<file path="src/rtl/seg_bcd_seq.sv">
// Binary-to-BCD sequencer for a 5-digit 7-segment display.
// A start in idle captures a 16-bit product and converts it with 16 serial
// double-dabble steps. The five digits are then presented one per cycle
// (ones first) with done high, so downstream per-digit registers can latch them.
module seg_bcd_seq #(
  parameter int unsigned BLANK_LZ = 0
) (
  input  logic        clk,
  input  logic        rst,
  input  logic        start,
  input  logic [15:0] product,
  output logic [6:0]  seg_code,
  output logic [2:0]  seg_mux_sel,
  output logic        done,
  output logic        busy
);

  typedef enum logic [1:0] {
    StIdle,
    StConv,
    StEmit
  } state_e;

  localparam logic [6:0] SegBlank = 7'b1111111;
  localparam logic [6:0] SegZero  = 7'b0000001;
  localparam int unsigned NumDigits = 5;

  state_e      state_q;
  logic [15:0] bin_q;
  logic [19:0] bcd_q;
  logic [3:0]  iter_q;
  logic [2:0]  emit_q;

  logic [19:0] bcd_adj;
  logic [35:0] shifted;
  logic [19:0] bcd_step;
  logic [15:0] bin_step;

  logic [3:0]  digit;
  logic        lead_zero;
  logic [6:0]  digit_seg;

  // Active-low segment pattern for one BCD digit; anything above 9 is blank.
  function automatic logic [6:0] seg_decode(input logic [3:0] d);
    logic [6:0] s;
    case (d)
      4'd0:    s = 7'b0000001;
      4'd1:    s = 7'b1001111;
      4'd2:    s = 7'b0010010;
      4'd3:    s = 7'b0000110;
      4'd4:    s = 7'b1001100;
      4'd5:    s = 7'b0100100;
      4'd6:    s = 7'b0100000;
      4'd7:    s = 7'b0001111;
      4'd8:    s = 7'b0000000;
      4'd9:    s = 7'b0000100;
      default: s = SegBlank;
    endcase
    return s;
  endfunction

  // One double-dabble step: bias every nibble >= 5 by 3, then shift {bcd, bin} left by one.
  always_comb begin
    bcd_adj = bcd_q;
    for (int i = 0; i < 5; i++) begin
      if (bcd_q[4*i +: 4] >= 4'd5) begin
        bcd_adj[4*i +: 4] = bcd_q[4*i +: 4] + 4'd3;
      end
    end
    shifted  = {bcd_adj, bin_q} << 1;
    bcd_step = shifted[35:16];
    bin_step = shifted[15:0];
  end

  // Select the nibble being emitted and work out whether it is a leading zero.
  always_comb begin
    digit     = 4'd0;
    lead_zero = 1'b0;
    case (emit_q)
      3'd0: digit = bcd_q[3:0];
      3'd1: begin
        digit     = bcd_q[7:4];
        lead_zero = (bcd_q[19:4] == 16'd0);
      end
      3'd2: begin
        digit     = bcd_q[11:8];
        lead_zero = (bcd_q[19:8] == 12'd0);
      end
      3'd3: begin
        digit     = bcd_q[15:12];
        lead_zero = (bcd_q[19:12] == 8'd0);
      end
      3'd4: begin
        digit     = bcd_q[19:16];
        lead_zero = (bcd_q[19:16] == 4'd0);
      end
      default: ;
    endcase
    // The ones digit never sets lead_zero, so a zero product still shows "0".
    digit_seg = ((BLANK_LZ != 0) && lead_zero) ? SegBlank : seg_decode(digit);
  end

  // Sequencer: accept, convert for 16 cycles, emit 5 digits, then one cleanup cycle back to idle.
  always_ff @(posedge clk or negedge rst) begin
    if (!rst) begin
      state_q     <= StIdle;
      bin_q       <= 16'd0;
      bcd_q       <= 20'd0;
      iter_q      <= 4'd0;
      emit_q      <= 3'd0;
      seg_code    <= SegZero;
      seg_mux_sel <= 3'd0;
      done        <= 1'b0;
      busy        <= 1'b0;
    end else begin
      case (state_q)
        StIdle: begin
          done        <= 1'b0;
          seg_mux_sel <= 3'd0;
          if (start) begin
            bin_q   <= product;
            bcd_q   <= 20'd0;
            iter_q  <= 4'd0;
            emit_q  <= 3'd0;
            busy    <= 1'b1;
            state_q <= StConv;
          end else begin
            busy <= 1'b0;
          end
        end

        StConv: begin
          bcd_q  <= bcd_step;
          bin_q  <= bin_step;
          iter_q <= iter_q + 4'd1;
          if (iter_q == 4'd15) begin
            state_q <= StEmit;
          end
        end

        StEmit: begin
          if (emit_q < 3'(NumDigits)) begin
            done        <= 1'b1;
            seg_mux_sel <= emit_q;
            seg_code    <= digit_seg;
            emit_q      <= emit_q + 3'd1;
          end else begin
            // seg_code intentionally keeps the last digit shown.
            done        <= 1'b0;
            busy        <= 1'b0;
            seg_mux_sel <= 3'd0;
            emit_q      <= 3'd0;
            state_q     <= StIdle;
          end
        end

        default: state_q <= StIdle;
      endcase
    end
  end

endmodule

</file>
<file path="config.mk">
export PLATFORM = sky130hd
export DESIGN_NAME = seg_bcd_seq
export DESIGN_NICKNAME = d
export VERILOG_FILES = /design/src/rtl/seg_bcd_seq.sv
export SDC_FILE = /design/constraint.sdc
export NUM_CORES = 1
export LEC_CHECK = 0
export ABC_AREA = 1
export BUFFER_PORTS_ARGS = -buffer_cell sky130_fd_sc_hd__buf_2
export CORE_UTILIZATION = 50
export CTS_BUF_LIST = sky130_fd_sc_hd__clkbuf_8
export DETAILED_ROUTE_END_ITERATION = 8
export PLACE_DENSITY = 0.72
export SLEW_MARGIN = 20
export SYNTH_ARGS = -nofsm -noshare
export SYNTH_HDL_FRONTEND = slang
export SYNTH_SLANG_ARGS = --single-unit
</file>
<file path="constraint.sdc">
create_clock -name clk -period 1.84 [get_ports clk]
set_input_delay 0.092 -clock clk [delete_from_list [all_inputs] [get_ports clk]]
set_output_delay 0.092 -clock clk [all_outputs]
set_load 0.02 [all_outputs]
</file>
==> impl_metrics.json, run 1 <==
{
  "outcome": "complete, but fails checks",
  "violations": "negative setup slack",
  "yosys.area.top_type_share_pct": 44.50,
  "cp-start-kind": "register",
  "async_flop_share_pct": 100.0,
  "power_frac_seq_pct": 31.5,
  "overflow": 0,
  "synth_ff_type": "dfrtp_1",
  "antenna_left": 0,
  "path_clk_slew_ns": 0.07,
  "cts_tree": "built",
  "setup_ws_ns": -0.02643,
  "grt_first_pass_wirelength_um": 11810,
  "yosys.area.top_type": "dfrtp_1",
  "synth_most_common_cell": "nand2_1",
  "synth_nets": 420,
  "clk_latency_ns": 0.36,
  "ys_types": 27,
  "finalCriticalPeriod_ns": 1.866,
  "clockBufferDepth": 2,
  "grt_pass1_vias": 2668,
  "power_w": 0.007090,
  "wl_um": 7090,
  "dr.pass1.iters": 5,
  "synthesis.yosys.warnings": 0,
  "p_leak_nw": 2.033,
  "worst_pin_slew_ns": 0.5032,
  "start_util_pct": 52.57,
  "finClkSkew_ns": 0.008426,
  "hold_slack_ns": 0.006151,
  "drv_slew": 0,
  "hold_start": "start",
  "io_pins": 31,
  "cts.sinks": 57,
  "dp_hpwl_um": 4501,
  "area_delta_synth_final_pct": 25.86,
  "synth_area_um2": 3149,
  "r2r_cells": 12,
  "die_area_um2": 6620,
  "n_antenna_cell": 0,
  "setup_viol": 3,
  "wl_met3_um": 298,
  "fin_crit_sh_pct": 101.4,
  "fmax_mhz": 535.8,
  "hold_viol": 0,
  "clockRootBuffer": "clkbuf_8",
  "critPathMaxFanout": 3,
  "wl_met1_um": 3074,
  "drive_above_1_share_pct": 22.27,
  "top_layer_used": "met4",
  "hold_path.class": "primary input to register",
  "vias": 2800,
  "synth_edf_count": 0,
  "power.share.clock_pct": 19.4,
  "viasPerCell": 5.344,
  "setup.worst_path.class": "register to register",
  "crit_path_end_kind": "register",
  "syn_inst": 379,
  "relSlewSlack_pct": 66.40,
  "rsz0062_at_grt": "true",
  "p_int_w": 0.004035,
  "crit_start": "emit_q[0]",
  "yosys-top-cells-count": "93 x nand2_1, 56 x dfrtp_1, 39 x inv_1, 28 x nor2_1, 27 x nand3_1",
  "placed_area_um2": 3431,
  "port_buffers": 30,
  "min_delay_path_depth": 2,
  "ir_drop_mv": 0.9060,
  "crit_required_ns": 2.09,
  "die_width_um": 81.37,
  "antenna_found_initial": 0,
  "routedWlPerCell_um": 13.53,
  "htree_levels": 3,
  "place_congestion": 0.8617,
  "core_um2": 5991,
  "grt_max_degree": 58,
  "grt.total_usage_pct": 24.11,
  "cts_buffers": 9,
  "ys_ff_latch": 57,
  "fp-row-count": 28,
  "swShare_pct": 43.08,
  "route.met2.wl_um": 3506,
  "nNetsFinal": 485,
  "yosys-top-cells-area": "dfrtp_1 44%, nand2_1 11%, ha_1 8.7%",
  "r2r-start": "emit_q[0]",
  "yosysSeqAreaShare_pct": 45.33,
  "combPwrFrac_pct": 49.1,
  "power_density_nw_per_um2": 1789,
  "stdcell_area_um2": 3964,
  "syn_avg_cell_area_um2": 8.309,
  "power.switching_w": 0.003054,
  "cap_violations": 0,
  "die_h_um": 81.37,
  "drtIter0Drc": 180,
  "drc": 0,
  "worstPathArrival_ns": 2.11
}
==> worst max-delay path, cell delays in order (launching register included) <==
cell and delay (ns):
dfrtp_1 0.41, ha_2 0.21, ha_4 0.17, nand2_2 0.06, nand2_1 0.05, inv_1 0.04, nand4_1 0.16, buf_4 0.21
ha_4 0.15, nand2_2 0.08, nand2_1 0.08, nor2_2 0.09, nor2_1 0.05
==> layer usage <==
layer  vias to the layer above  global-route usage [%]
met5                         -                       0
met4                         0                   11.61
met3                        28                   7.191
met2                        70                   40.42
met1                      1325                   27.93
li1                       1377                       -
==> power by group through the flow <==
stage	combinational [W]	clock, W	sequential (W)
3_3_place_gp	0.00293	0	0.00223
4_1_cts	0.00313	0.00139	0.00223
3_5_place_dp	0.00303	0	0.00225
2_1_floorplan	0.00231	0	0.00220
5_1_grt	0.00398	0.00143	0.00231
6_report	0.00348	0.00138	0.00223
==> final cells by class <==
cell class                 instances  area, µm²
clock buffer                      11      151.4
clock inverter                     5      78.83
fill                             491       2027
inverter                          46      172.7
multi-input combinational        266       1569
sequential                        57       1428
tap                               75      93.84
timing repair buffer              64      470.5
==> worst paths after layout <==
| path | slack [ns] | endpoint |
|---|---|---|
| min in group asynchronous | 0.27 | bcd_q[16] |
| max reg2reg | -0.03 | seg_code[1] |
| max | -0.03 | seg_code[1] |
| min | 0.006 | bin_q[0] |
| max in group asynchronous | 1.25 | seg_code[0] |
| min reg2reg | 0.47 | seg_code[3] |
==> flip-flops by register name, indices dropped and copies added (netlist names) <==
| signal | cells |
|---|---|
| bcd_q | 20 |
| bin_q | 16 |
| busy | 1 |
| done | 1 |
| emit_q | 3 |
| iter_q | 4 |
| seg_code | 7 |
| seg_mux_sel | 3 |
| state_q | 2 |
==> cells by family after synthesis <==
group,synth area share [%]
buf+inv,7.390
simple gates,21.89
compound gates,15.26
flops,45.33
fa+ha+maj,8.740
xor+xnor,1.390
==> stage by stage <==
step	setup TNS, ns	instances	setup slack (ns)	util, %
finish	-0.02958	524	-0.02643	66.17
global route	-0.8515	524	-0.1430	66.17
CTS	0	520	0.003779	64.45
detailed placement	-0.1449	485	-0.05000	57.27
global placement	0	485	0.02734	57.27
floorplan	0	379	0.001317	-
==> layout by cell type (no fill, tap or decap), drive strengths merged <==
| cell | count |
|---|---|
| inv | 47 |
| a22oi | 14 |
| buf | 48 |
| clkbuf | 11 |
| ha | 22 |
| a32o | 2 |
| nand4 | 1 |
| o21ai | 36 |
| dfrtp | 56 |
| o22ai | 12 |
| a22o | 1 |
| dfstp | 1 |
| dlygate4sd3 | 16 |
| bufinv | 2 |
| nand2 | 97 |
| a21oi | 16 |
| clkinvlp | 2 |
| nor2 | 32 |
| xor2 | 5 |
| nand3 | 28 |
==> repair_timing <==
| item | 4_1_cts | 5_1_grt |
|---|---|---|
| endpoints found under the hold margin | 71 | 0 |
| setup buffers | 3 | 4 |
| setup endpoints to repair | 5 | 7 |
| pin swaps | 5 | 15 |
| gates resized for setup | 6 | 16 |
| hold buffers | 16 | 0 |
Power figures use the tool's default switching activity.
==> inputs of run 2 (changes only) <==
SKIP_CTS_REPAIR_TIMING = 1   (was unset)
==> run 2 against run 1 <==
Critical path type unchanged. Clock-buffer cell count stayed put. Power hardly changed. The run still ends with negative setup slack left. Cell count is 0.19% higher. Hold slack better by 0.0024 ns. Clock power hardly changed. Register-to-register slack hardly changed. Utilization is 0.084 points higher. Setup slack worse by 0.0046 ns. Largest power group unchanged. Global-route usage is 0.72 points lower.
==> impl_metrics.json, run 2 (synthesized netlist as in run 1, its figures left out) <==
{
  "antenna_found_initial": 0,
  "rsz0062_at_grt": "true",
  "area_delta_synth_final_pct": 26.02,
  "worst_pin_slew_ns": 0.5095,
  "dr.pass1.iters": 5,
  "drtIter0Drc": 157,
  "setup_ws_ns": -0.03103,
  "hold_slack_ns": 0.008527,
  "crit_required_ns": 2.08,
  "place_congestion": 0.8617,
  "wl_um": 7142,
  "cts.sinks": 57,
  "grt_max_degree": 58,
  "swShare_pct": 43.17,
  "hold_end": "bin_q[0]",
  "grt.total_usage_pct": 23.39,
  "crit_path_end_kind": "register",
  "port_buffers": 30,
  "rr_endpoint": "seg_code[4]",
  "layout_common_cells": "90 x nand2_1, 56 x dfrtp_1, 37 x inv_1, 30 x buf_2, 27 x nor2_1",
  "drv_slew": 0,
  "clockBufferDepth": 2,
  "n_antenna_cell": 0,
  "io_pins": 31,
  "dp_slack_ns": -0.05000,
  "hold_start": "start",
  "use_met2_pct": 38.42,
  "r2r_cells": 11,
  "die_width_um": 81.37,
  "worstPathArrival_ns": 2.12,
  "start_util_pct": 52.57,
  "met3_usage_pct": 7.303,
  "fmax_mhz": 534.5,
  "htree_levels": 3,
  "r2r-start": "emit_q[1]",
  "drc": 0,
  "fp-row-count": 28,
  "fin_crit_sh_pct": 101.7,
  "antenna_left": 0,
  "grt_pass1_vias": 2579,
  "overflow": 0,
  "die_h_um": 81.37,
  "outcome": "complete, but fails checks",
  "clk_latency_ns": 0.36,
  "power.switching_w": 0.003058,
  "grt_first_pass_wirelength_um": 11450,
  "ir_drop_mv": 1.006,
  "setup.worst_path.class": "register to register",
  "finalCriticalPeriod_ns": 1.871,
  "placed_area_um2": 3431,
  "vias": 2787,
  "busiest_layer": "met2",
  "setup_viol": 5,
  "dp_hpwl_um": 4501,
  "core_um2": 5991,
  "viasPerCell": 5.309,
  "hold_path.class": "primary input to register",
  "cp-start-kind": "register",
  "hold_viol": 0,
  "cap_violations": 0,
  "dpl.cell_count": 485,
  "clockRootBuffer": "clkbuf_8",
  "routedWlPerCell_um": 13.60,
  "combPwrFrac_pct": 49.1,
  "finClkSkew_ns": 0.008260,
  "p_leak_nw": 2.035,
  "crit_start": "emit_q[1]",
  "power_frac_seq_pct": 31.5,
  "worst-r2r-setup-slack_ns": -0.03,
  "relSlewSlack_pct": 65.98,
  "regMostFlops": "bcd_q",
  "p_int_w": 0.004026,
  "cts_buffers": 9,
  "nNetsFinal": 486,
  "min_delay_path_depth": 2,
  "met1_usage_pct": 27.58,
  "die_area_um2": 6620,
  "fin_cells": 525,
  "stdcell_area_um2": 3969,
  "path_clk_slew_ns": 0.07,
  "layout_commonest_cell": "nand2_1",
  "largest_reg_flops": 20,
  "violations": "negative setup slack",
  "reg_top3": "bcd_q x20, bin_q x16, seg_code x7",
  "drive_above_1_share_pct": 21.78,
  "cts_tree": "built",
  "critPathMaxFanout": 4,
  "final.setup.tns_ns": -0.08109,
  "power_density_nw_per_um2": 1785,
  "power.share.clock_pct": 19.4,
  "fill_cells": 495
}
run 2: power groups by stage:
stage / combinational [W] / sequential, W / clock (W)
after floorplan: 0.00231 / 0.00220 / 0
after global placement: 0.00293 / 0.00223 / 0
after detailed placement: 0.00303 / 0.00225 / 0
after CTS: 0.00305 / 0.00223 / 0.00139
after global routing: 0.00397 / 0.00231 / 0.00143
final: 0.00348 / 0.00223 / 0.00137
run 2: cell type report:
cell class | instances | area, µm² | share of cell area, %
Clock buffer | 11 | 151.4 | 3.815
Clock inverter | 5 | 78.83 | 1.986
Multi-Input combinational cell | 266 | 1579 | 39.79
Sequential cell | 57 | 1428 | 35.97
Timing Repair Buffer | 65 | 465.4 | 11.73
Inverter | 46 | 172.7 | 4.351
Tap cell | 75 | 93.84 | 2.364
run 2: metrics by stage:
| stage | util, % | total power [W] |
|---|---|---|
| floorplan | - | 0.004515 |
| global placement | 57.27 | 0.005161 |
| detailed placement | 57.27 | 0.005277 |
| CTS | 61.11 | 0.006674 |
| global route | 66.25 | 0.007711 |
| finish | 66.25 | 0.007083 |
run 2: worst max path at each step:
| stage | cells after the start | to |
|---|---|---|
| 2_1_floorplan | 14 | seg_code[3] |
| 6_report | 11 | seg_code[4] |
| 3_3_place_gp | 13 | seg_code[3] |
| 3_5_place_dp | 12 | seg_code[5] |
| 5_1_grt | 13 | seg_code[3] |
| 4_1_cts | 13 | seg_code[1] |
run 2: critical path, cell delays in order, from the launching register on:
cell	delay [ns]
dfrtp_1	0.41
inv_1	0.14
ha_2	0.24
nand3_1	0.12
nand4_1	0.19
inv_2	0.10
buf_4	0.14
ha_1	0.18
nand3_1	0.09
nand2_1	0.06
nand2_1	0.05
nand2_1	0.04
run 2: layer usage:
metal / up-vias / share of wire [%]
li1: 1378 / -
met1: 1323 / 43
met2: 61 / 50
met3: 25 / 4.1
met4: 0 / 2.7
met5: - / 0
==> inputs of run 3 (changes only) <==
clock period = 1.5 ns   (was 1.84 ns; I/O delays follow)
==> run 3 against run 2 <==
The run still ends with negative setup slack left. Cell area is 2.0% higher. Clock skew is 0.00079 ns lower. Fmax is 0.86% lower. Critical path type unchanged. Largest cell class unchanged.
==> impl_metrics.json, run 3 (synthesized netlist as in run 1, its figures left out) <==
{
  "layout_commonest_cell": "nand2_1",
  "antenna_found_initial": 0,
  "antenna_left": 0,
  "dpl.cell_count": 497,
  "vias": 2760,
  "outcome": "complete, but fails checks",
  "worst-r2r-setup-slack_ns": -0.39,
  "start_util_pct": 52.57,
  "place_congestion": 0.8781,
  "die_width_um": 81.37,
  "fp-row-count": 28,
  "drv_slew": 0,
  "hold_end": "bin_q[0]",
  "grt.total_usage_pct": 22.71,
  "cp-start-kind": "register",
  "drtIter0Drc": 112,
  "violations": "negative setup slack",
  "hold_viol": 0,
  "crit_required_ns": 1.73,
  "drive_above_1_share_pct": 27.61,
  "rr_endpoint": "seg_code[4]",
  "clk_latency_ns": 0.34,
  "dp_hpwl_um": 4644,
  "wl_um": 7067,
  "clockRootBuffer": "clkbuf_8",
  "fin_util_pct": 67.61,
  "drc": 0,
  "r2r_cells": 11,
  "setup_ws_ns": -0.3872,
  "multi_input_area_um2": 1594,
  "nNetsFinal": 496,
  "grt_max_degree": 43,
  "worstPathArrival_ns": 2.12,
  "cts_tree": "built",
  "fill_cells": 488,
  "finClkSkew_ns": 0.007470,
  "worst_pin_slew_ns": 0.4011,
  "die_area_um2": 6620,
  "finalCriticalPeriod_ns": 1.887,
  "regMostFlops": "bcd_q",
  "min_delay_path_depth": 2,
  "hold_slack_ns": 0.01322,
  "cts.sinks": 57,
  "fin_cells": 535,
  "hold_start": "start",
  "routedWlPerCell_um": 13.21,
  "cts_buffers": 9,
  "n_antenna_cell": 0,
  "setup.worst_path.class": "register to register",
  "rsz0062_at_grt": "true",
  "io_pins": 31,
  "power_density_nw_per_um2": 2152,
  "hold_path.class": "primary input to register",
  "overflow": 0,
  "die_h_um": 81.37,
  "fmax_mhz": 529.9,
  "reg_top3": "bcd_q x20, bin_q x16, seg_code x7",
  "ir_drop_mv": 1.303,
  "largest_reg_flops": 20,
  "p_leak_nw": 2.075,
  "core_um2": 5991,
  "seq_area_um2": 1430,
  "setup_viol": 9,
  "path_clk_slew_ns": 0.07,
  "grt_pass1_vias": 2528,
  "fin_crit_sh_pct": 125.8,
  "r2r-start": "emit_q[1]",
  "critPathMaxFanout": 4,
  "port_buffers": 30,
  "final.setup.tns_ns": -2.458,
  "relSlewSlack_pct": 73.26,
  "grt_first_pass_wirelength_um": 11230,
  "clockBufferDepth": 2,
  "layout_common_cells": "91 x nand2_1, 54 x dfrtp_1, 30 x buf_2, 29 x inv_1",
  "cap_violations": 0,
  "area_delta_synth_final_pct": 28.61,
  "viasPerCell": 5.159,
  "dr.pass1.iters": 4,
  "crit_path_end_kind": "register",
  "htree_levels": 3,
  "stdcell_area_um2": 4050,
  "placed_area_um2": 3578
}
run 3: stage by stage:
stage	total power [W]	worst slack, ns
floorplan	0.005688	-0.2512
CTS	0.008304	-0.4011
global route	0.009489	-0.5312
detailed placement	0.006779	-0.3854
global placement	0.006615	-0.2977
finish	0.008714	-0.3872
run 3: power breakdown:
group / leakage [nW] / internal (W) / total (W) / switching (W)
Clock: 0.0985 / 0.000814 / 0.00148 / 0.000671
Combinational: 1.26 / 0.00188 / 0.00451 / 0.00263
Sequential: 0.716 / 0.00220 / 0.00272 / 0.000523
run 3: final cells by class:
class | count | share of cell area, %
timing repair buffer | 75 | 13.62
inverter | 46 | 4.325
sequential | 57 | 35.31
clock buffer | 10 | 3.398
tap | 75 | 2.317
clock inverter | 6 | 1.668
multi-input combinational | 266 | 39.36
run 3: worst max-delay path: stages (launching register included):
cell and delay [ns]:
dfrtp_1 0.41, inv_2 0.10, ha_1 0.24, nand3_1 0.14
nand4_1 0.22, inv_2 0.11, buf_4 0.15, ha_1 0.18
nand3_1 0.08, nand2_1 0.05, nand2_1 0.05, nand2_1 0.05
run 3: per-layer routing:
metal | track usage (%) | wire (µm) | vias to the layer above
met1 | 26.21 | 3164 | 1285
met2 | 38.67 | 3532 | 55
met5 | 0 | 0 | -
li1 | - | - | 1407
met4 | 8.750 | 104 | 0
met3 | 7.528 | 266 | 13
run 3: how the worst max path moves through the flow:
stage | from | to | slack [ns] | depth (start not counted)
after global placement | emit_q[0] | seg_code[5] | -0.30 | 12
after floorplan | emit_q[2] | seg_code[3] | -0.25 | 14
final | emit_q[1] | seg_code[4] | -0.39 | 11
after detailed placement | emit_q[0] | seg_code[5] | -0.39 | 12
after global routing | emit_q[0] | seg_code[6] | -0.53 | 13
after CTS | emit_q[0] | seg_code[5] | -0.40 | 12
